[src/rtl/ft_ckpt_mem.sv]
// Checkpoint memory for lockstep recovery: shadows committed regfile writes and
// the committed PC, and serves them over an Ibex-style req/gnt/rvalid/err port.
module ft_ckpt_mem #(
  parameter logic [31:0] BASE_ADDR = 32'h0000_0000,
  parameter int unsigned GNT_DELAY = 0
) (
  input  logic        clk_i,
  input  logic        rst_ni,
  input  logic        ckpt_en_i,
  input  logic        ckpt_we_i,
  input  logic [4:0]  ckpt_waddr_i,
  input  logic [31:0] ckpt_wdata_i,
  input  logic [31:0] pc_i,
  input  logic        data_req_i,
  output logic        data_gnt_o,
  output logic        data_rvalid_o,
  input  logic        data_we_i,
  input  logic [3:0]  data_be_i,
  input  logic [31:0] data_addr_i,
  input  logic [31:0] data_wdata_i,
  output logic [31:0] data_rdata_o,
  output logic        data_err_o,
  output logic [31:0] ckpt_pc_o
);
  // Handshake: a request is accepted on the edge where data_req_i && data_gnt_o;
  // exactly one data_rvalid_o pulse follows one cycle later with rdata/err.
  typedef enum logic {IDLE, WAIT} state_e;

  localparam logic [1:0] DELAY      = GNT_DELAY[1:0];
  localparam logic [5:0] IDX_PC     = 6'd32;
  localparam logic [5:0] IDX_STATUS = 6'd33;

  state_e      state_q, state_d;
  logic [1:0]  cnt_q, cnt_d;
  logic [31:0] shadow_q [32];
  logic [31:0] shadow_d [32];
  logic [31:0] pc_q, pc_d;
  logic        rvalid_q, rvalid_d;
  logic [31:0] rdata_q, rdata_d;
  logic        err_q, err_d;

  logic        gnt;
  logic [5:0]  idx;
  logic        mapped;
  logic        accept;
  logic        bus_wr;
  logic [31:0] rd_word;
  logic        unused_addr_lsb;

  assign unused_addr_lsb = ^data_addr_i[1:0];

  function automatic logic [31:0] merge_be(input logic [31:0] old_w,
                                           input logic [31:0] new_w,
                                           input logic [3:0]  be);
    logic [31:0] r;
    r = old_w;
    for (int b = 0; b < 4; b++) begin
      if (be[b]) r[8*b +: 8] = new_w[8*b +: 8];
    end
    return r;
  endfunction

  always_comb begin
    state_d = state_q;
    cnt_d   = cnt_q;
    gnt     = 1'b0;
    if (GNT_DELAY == 0) begin
      gnt = data_req_i;
    end else begin
      case (state_q)
        IDLE: begin
          if (data_req_i) begin
            state_d = WAIT;
            cnt_d   = 2'd1;
          end
        end
        WAIT: begin
          // A dropped request abandons the wait; the next one starts over.
          if (!data_req_i) begin
            state_d = IDLE;
            cnt_d   = 2'd0;
          end else if (cnt_q == DELAY) begin
            gnt     = 1'b1;
            state_d = IDLE;
            cnt_d   = 2'd0;
          end else begin
            cnt_d = cnt_q + 2'd1;
          end
        end
        default: state_d = IDLE;
      endcase
    end
  end

  assign idx    = data_addr_i[7:2];
  assign mapped = (data_addr_i[31:8] == BASE_ADDR[31:8]) && (idx <= IDX_STATUS);
  assign accept = data_req_i && gnt;
  assign bus_wr = accept && mapped && data_we_i;

  always_comb begin
    rd_word = 32'h0;
    if (idx < IDX_PC)           rd_word = shadow_q[idx[4:0]];
    else if (idx == IDX_PC)     rd_word = pc_q;
    else if (idx == IDX_STATUS) rd_word = {31'b0, ckpt_en_i};
  end

  always_comb begin
    shadow_d = shadow_q;
    pc_d     = pc_q;
    if (ckpt_en_i && ckpt_we_i) begin
      if (ckpt_waddr_i != 5'd0) shadow_d[ckpt_waddr_i] = ckpt_wdata_i;
      pc_d = pc_i;
    end
    // Applied after the commit so a same-word bus write wins for the whole word.
    if (bus_wr) begin
      if (idx < IDX_PC) begin
        if (idx[4:0] != 5'd0) shadow_d[idx[4:0]] = merge_be(shadow_q[idx[4:0]], data_wdata_i, data_be_i);
      end else if (idx == IDX_PC) begin
        pc_d = merge_be(pc_q, data_wdata_i, data_be_i);
      end
    end
    rvalid_d = accept;
    rdata_d  = (accept && mapped && !data_we_i) ? rd_word : 32'h0;
    err_d    = accept && !mapped;
  end

  always_ff @(posedge clk_i or negedge rst_ni) begin
    if (!rst_ni) begin
      state_q  <= IDLE;
      cnt_q    <= 2'd0;
      pc_q     <= 32'h0;
      rvalid_q <= 1'b0;
      rdata_q  <= 32'h0;
      err_q    <= 1'b0;
      for (int i = 0; i < 32; i++) shadow_q[i] <= 32'h0;
    end else begin
      state_q  <= state_d;
      cnt_q    <= cnt_d;
      pc_q     <= pc_d;
      rvalid_q <= rvalid_d;
      rdata_q  <= rdata_d;
      err_q    <= err_d;
      shadow_q <= shadow_d;
    end
  end

  assign data_gnt_o    = gnt;
  assign data_rvalid_o = rvalid_q;
  assign data_rdata_o  = rdata_q;
  assign data_err_o    = err_q;
  assign ckpt_pc_o     = pc_q;

endmodule

[config.mk]
export PLATFORM = sky130hd
export DESIGN_NAME = ft_ckpt_mem
export DESIGN_NICKNAME = d
export VERILOG_FILES = /design/src/rtl/ft_ckpt_mem.sv
export SDC_FILE = /design/constraint.sdc
export NUM_CORES = 2
export LEC_CHECK = 0
export ABC_AREA = 1
export CORE_ASPECT_RATIO = 1.5
export CORE_MARGIN = 5
export CORE_UTILIZATION = 35
export CTS_CLUSTER_SIZE = 20
export DETAILED_ROUTE_END_ITERATION = 10
export GPL_TIMING_DRIVEN = 1
export HOLD_SLACK_MARGIN = 0.08
export PLACE_DENSITY = 0.55
export SLEW_MARGIN = 10
export SYNTH_ARGS = -nofsm -noshare
export SYNTH_HDL_FRONTEND = slang
export SYNTH_SLANG_ARGS = --single-unit
[constraint.sdc]
create_clock -name clk_i -period 3.2 [get_ports clk_i]
set_clock_uncertainty 0.15 [all_clocks]
set_input_delay 0.96 -clock clk_i [delete_from_list [all_inputs] [get_ports clk_i]]
set_output_delay 0.96 -clock clk_i [all_outputs]
set_load 0.02 [all_outputs]
==> flow_metrics.tcl <==
set metrics [dict create \
    status "finished clean" \
    cts_max_level 3 \
    cp_top_family "buffers and inverters" \
    crit_chain "clkdlybuf4s50_1, clkdlybuf4s50_1" \
    ys_types 34 \
    finalMaxSlewViolations 0 \
    synth_seq_area_share_pct 43.1 \
    mostFrequentLayoutCell "nand2_1" \
    grt_pass1_vias 64900 \
    cp_num_cells 2 \
    dp.final_hpwl_um 250000 \
    holdCritPathClass "flip-flop to flip-flop" \
    vdd_drop_max_v 0.000467 \
    yosys_register_bits 1090 \
    wire_per_inst_um 28.4 \
    synth_area_um2 63300 \
    route.detailed.vias_per_inst 5.57 \
    worstPathArrival_ns 2.03 \
    grt_max_degree 99 \
    cts-root-buf "clkbuf_16" \
    fin_crit_sh_pct 98.2 \
    core_um2 180000 \
    regArea_um2 27300 \
    hold_ws_ns 0.228 \
    ys_top_cells_by_area "dfrtp_1 43%, nand2_1 25%, o21ai_0 10%" \
    num_vias 69700 \
    yosys_warnings 0 \
    cts_inserted_buffers 112 \
    drive_above_1_share_pct 13.0 \
    syn_to_final_growth_pct 26.6 \
    max_stage_delay_ns 0.60 \
    end_kind "output pin" \
    drt_wl_total_um 355000 \
    rsz0062_at_grt "false" \
    first_pass_iters 10 \
    cp_max_fo 2 \
    cp.required_ns 2.09 \
    start_util_pct 35.1 \
    clockBufferDepth 3 \
    yosysTopAreaCell "dfrtp_1" \
    rr_worst_depth 13 \
    syn_avg_cell_area_um2 6.70 \
    crit_type "input pin to output pin" \
    cts_sinks 1090 \
    gp_congestion 1.02 \
    crit_slowest_cell "clkdlybuf4s50_1" \
    critPathMostFrequentCell "clkdlybuf4s50_1" \
    dieWidth_um 357 \
    drc 0 \
    setup.worst_path.start "data_req_i" \
    finalHoldViolCount 0 \
    syn-num-nets 9589 \
    final_nets 10100 \
    multi_input_area_um2 30300 \
    powerDensity_nw_per_um2 496 \
    clock.fmax_ghz 0.318 \
    rows 191 \
    rr_endpoint "shadow_q[857]$_DFF_PN0_" \
    track_usage_pct 36.3 \
    setup_violations 0 \
    grt_pass1_wl_um 491000 \
    timing_worst_slew_pin_value_ns 0.822 \
    crit_buf_inv 2 \
    dieArea_um2 190000 \
    grt_overflow_total 0 \
    portBuffers 207 \
    tritoncts "built" \
    synth_cells 9446 \
    relSlewSlack_pct 45.2 \
    cap_violations 0 \
    drt_iter0_drc 9242 \
    rr_startpoint "shadow_q[633]$_DFF_PN0_" \
    io_pins 210 \
    yosysTopAreaCellShare_pct 43.1 \
    startpoint_type "input pin" \
    final_cell_mix "4,161 x nand2_1, 1,260 x o21ai_0, 1,090 x dfrtp_1" \
    n_fill_cell 18500 \
    crit_end "data_gnt_o" \
    die_y_um 531 \
    finalPower_uw 39700 \
    fin_crit_ns 3.14 \
    antenna_found_initial 12 \
    r2r_slack_ns 0.89 \
    p_leak_uw 0.0414 \
    ant_nets 0 \
    insertion_delay_ns 0.76 \
    clk_pin_slew_worst_paths_ns 0.06 \
]
==> layer usage <==
layer | GRT usage, % | share of wire, %
met5 | 0 | 0.0065
met3 | 7.34 | 9.6
met1 | 44.1 | 37
met4 | 28.7 | 9.7
met2 | 56.1 | 44
==> kinds of logic after synthesis <==
logic type | synth area share [%]
DFF | 43.1
buffers and inverters | 9.46
AOI/OAI and AO/OA | 17.6
and+or+nand+nor | 29.3
muxes | 0.601
==> synth_stat cells (all sizes together) <==
| cell | instances |
|---|---|
| a21boi | 38 |
| a21oi | 343 |
| a22oi | 193 |
| buf | 286 |
| clkbuf | 445 |
| clkinv | 16 |
| dfrtp | 1090 |
| inv | 738 |
| mux2i | 38 |
| nand2 | 4186 |
| nand3 | 238 |
| nand4 | 18 |
| nor2 | 269 |
| nor3 | 13 |
| o211ai | 33 |
| o21ai | 1386 |
| o22ai | 77 |
| or2 | 39 |
==> worst min-delay path by stage <==
| stage | to | slack, ns | from | cells after the start |
|---|---|---|---|---|
| after floorplan | shadow_q[1000]$_DFF_PN0_ | 0.28 | shadow_q[1000]$_DFF_PN0_ | 1 |
| after global placement | shadow_q[995]$_DFF_PN0_ | 0.21 | shadow_q[995]$_DFF_PN0_ | 0 |
| after detailed placement | shadow_q[1006]$_DFF_PN0_ | 0.22 | shadow_q[1006]$_DFF_PN0_ | 0 |
| after CTS | shadow_q[1007]$_DFF_PN0_ | 0.23 | shadow_q[1007]$_DFF_PN0_ | 0 |
| after global routing | shadow_q[1011]$_DFF_PN0_ | 0.24 | shadow_q[1011]$_DFF_PN0_ | 0 |
| final | shadow_q[1014]$_DFF_PN0_ | 0.23 | shadow_q[1014]$_DFF_PN0_ | 0 |
==> flip-flops by register name, summed over array words and instances, names as in the netlist <==
signal / flops
ckpt_pc_o: 32
data_err_o: 1
data_rdata_o: 32
data_rvalid_o: 1
shadow_q: 1024
==> metrics by stage <==
step / std cells / utilization, % / worst slack [ns] / area [µm²] / TNS [ns]
6_report: 12500 / 44.5 / 0.0573 / 80100 / 0
3_3_place_gp: 12300 / 42.3 / -0.568 / 76200 / -323.82
2_1_floorplan: 9446 / - / 0.310 / 63300 / 0
4_1_cts: 12500 / 44.5 / 0.0528 / 80100 / 0
5_1_grt: 12500 / 44.5 / 0.0246 / 80100 / 0
3_5_place_dp: 12300 / 42.3 / -0.601 / 76200 / -340.69
==> repair_timing <==
action,CTS,global route
endpoints found under the setup margin,0,3
gates resized for setup,0,1
hold endpoints to repair,2,0
buffers inserted,0,0
hold buffers,1,0
==> power breakdown <==
part / switching [µW] / internal (µW) / total, µW
clock network: 6350 / 8140 / 14500
registers: 990 / 15600 / 16600
logic: 5270 / 3390 / 8660
total: 12600 / 27100 / 39700
==> cell type report <==
class                      count  share of cell area, %
clock inverter                50                  0.753
multi-input combinational   6871                   37.8
inverter                     754                   3.55
antenna                       12                 0.0375
tap                         2412                   3.77
sequential                  1090                   34.0
clock buffer                 155                   4.11
timing repair buffer        1165                   15.9
No activity file was read; power rests on OpenSTA's default activity.
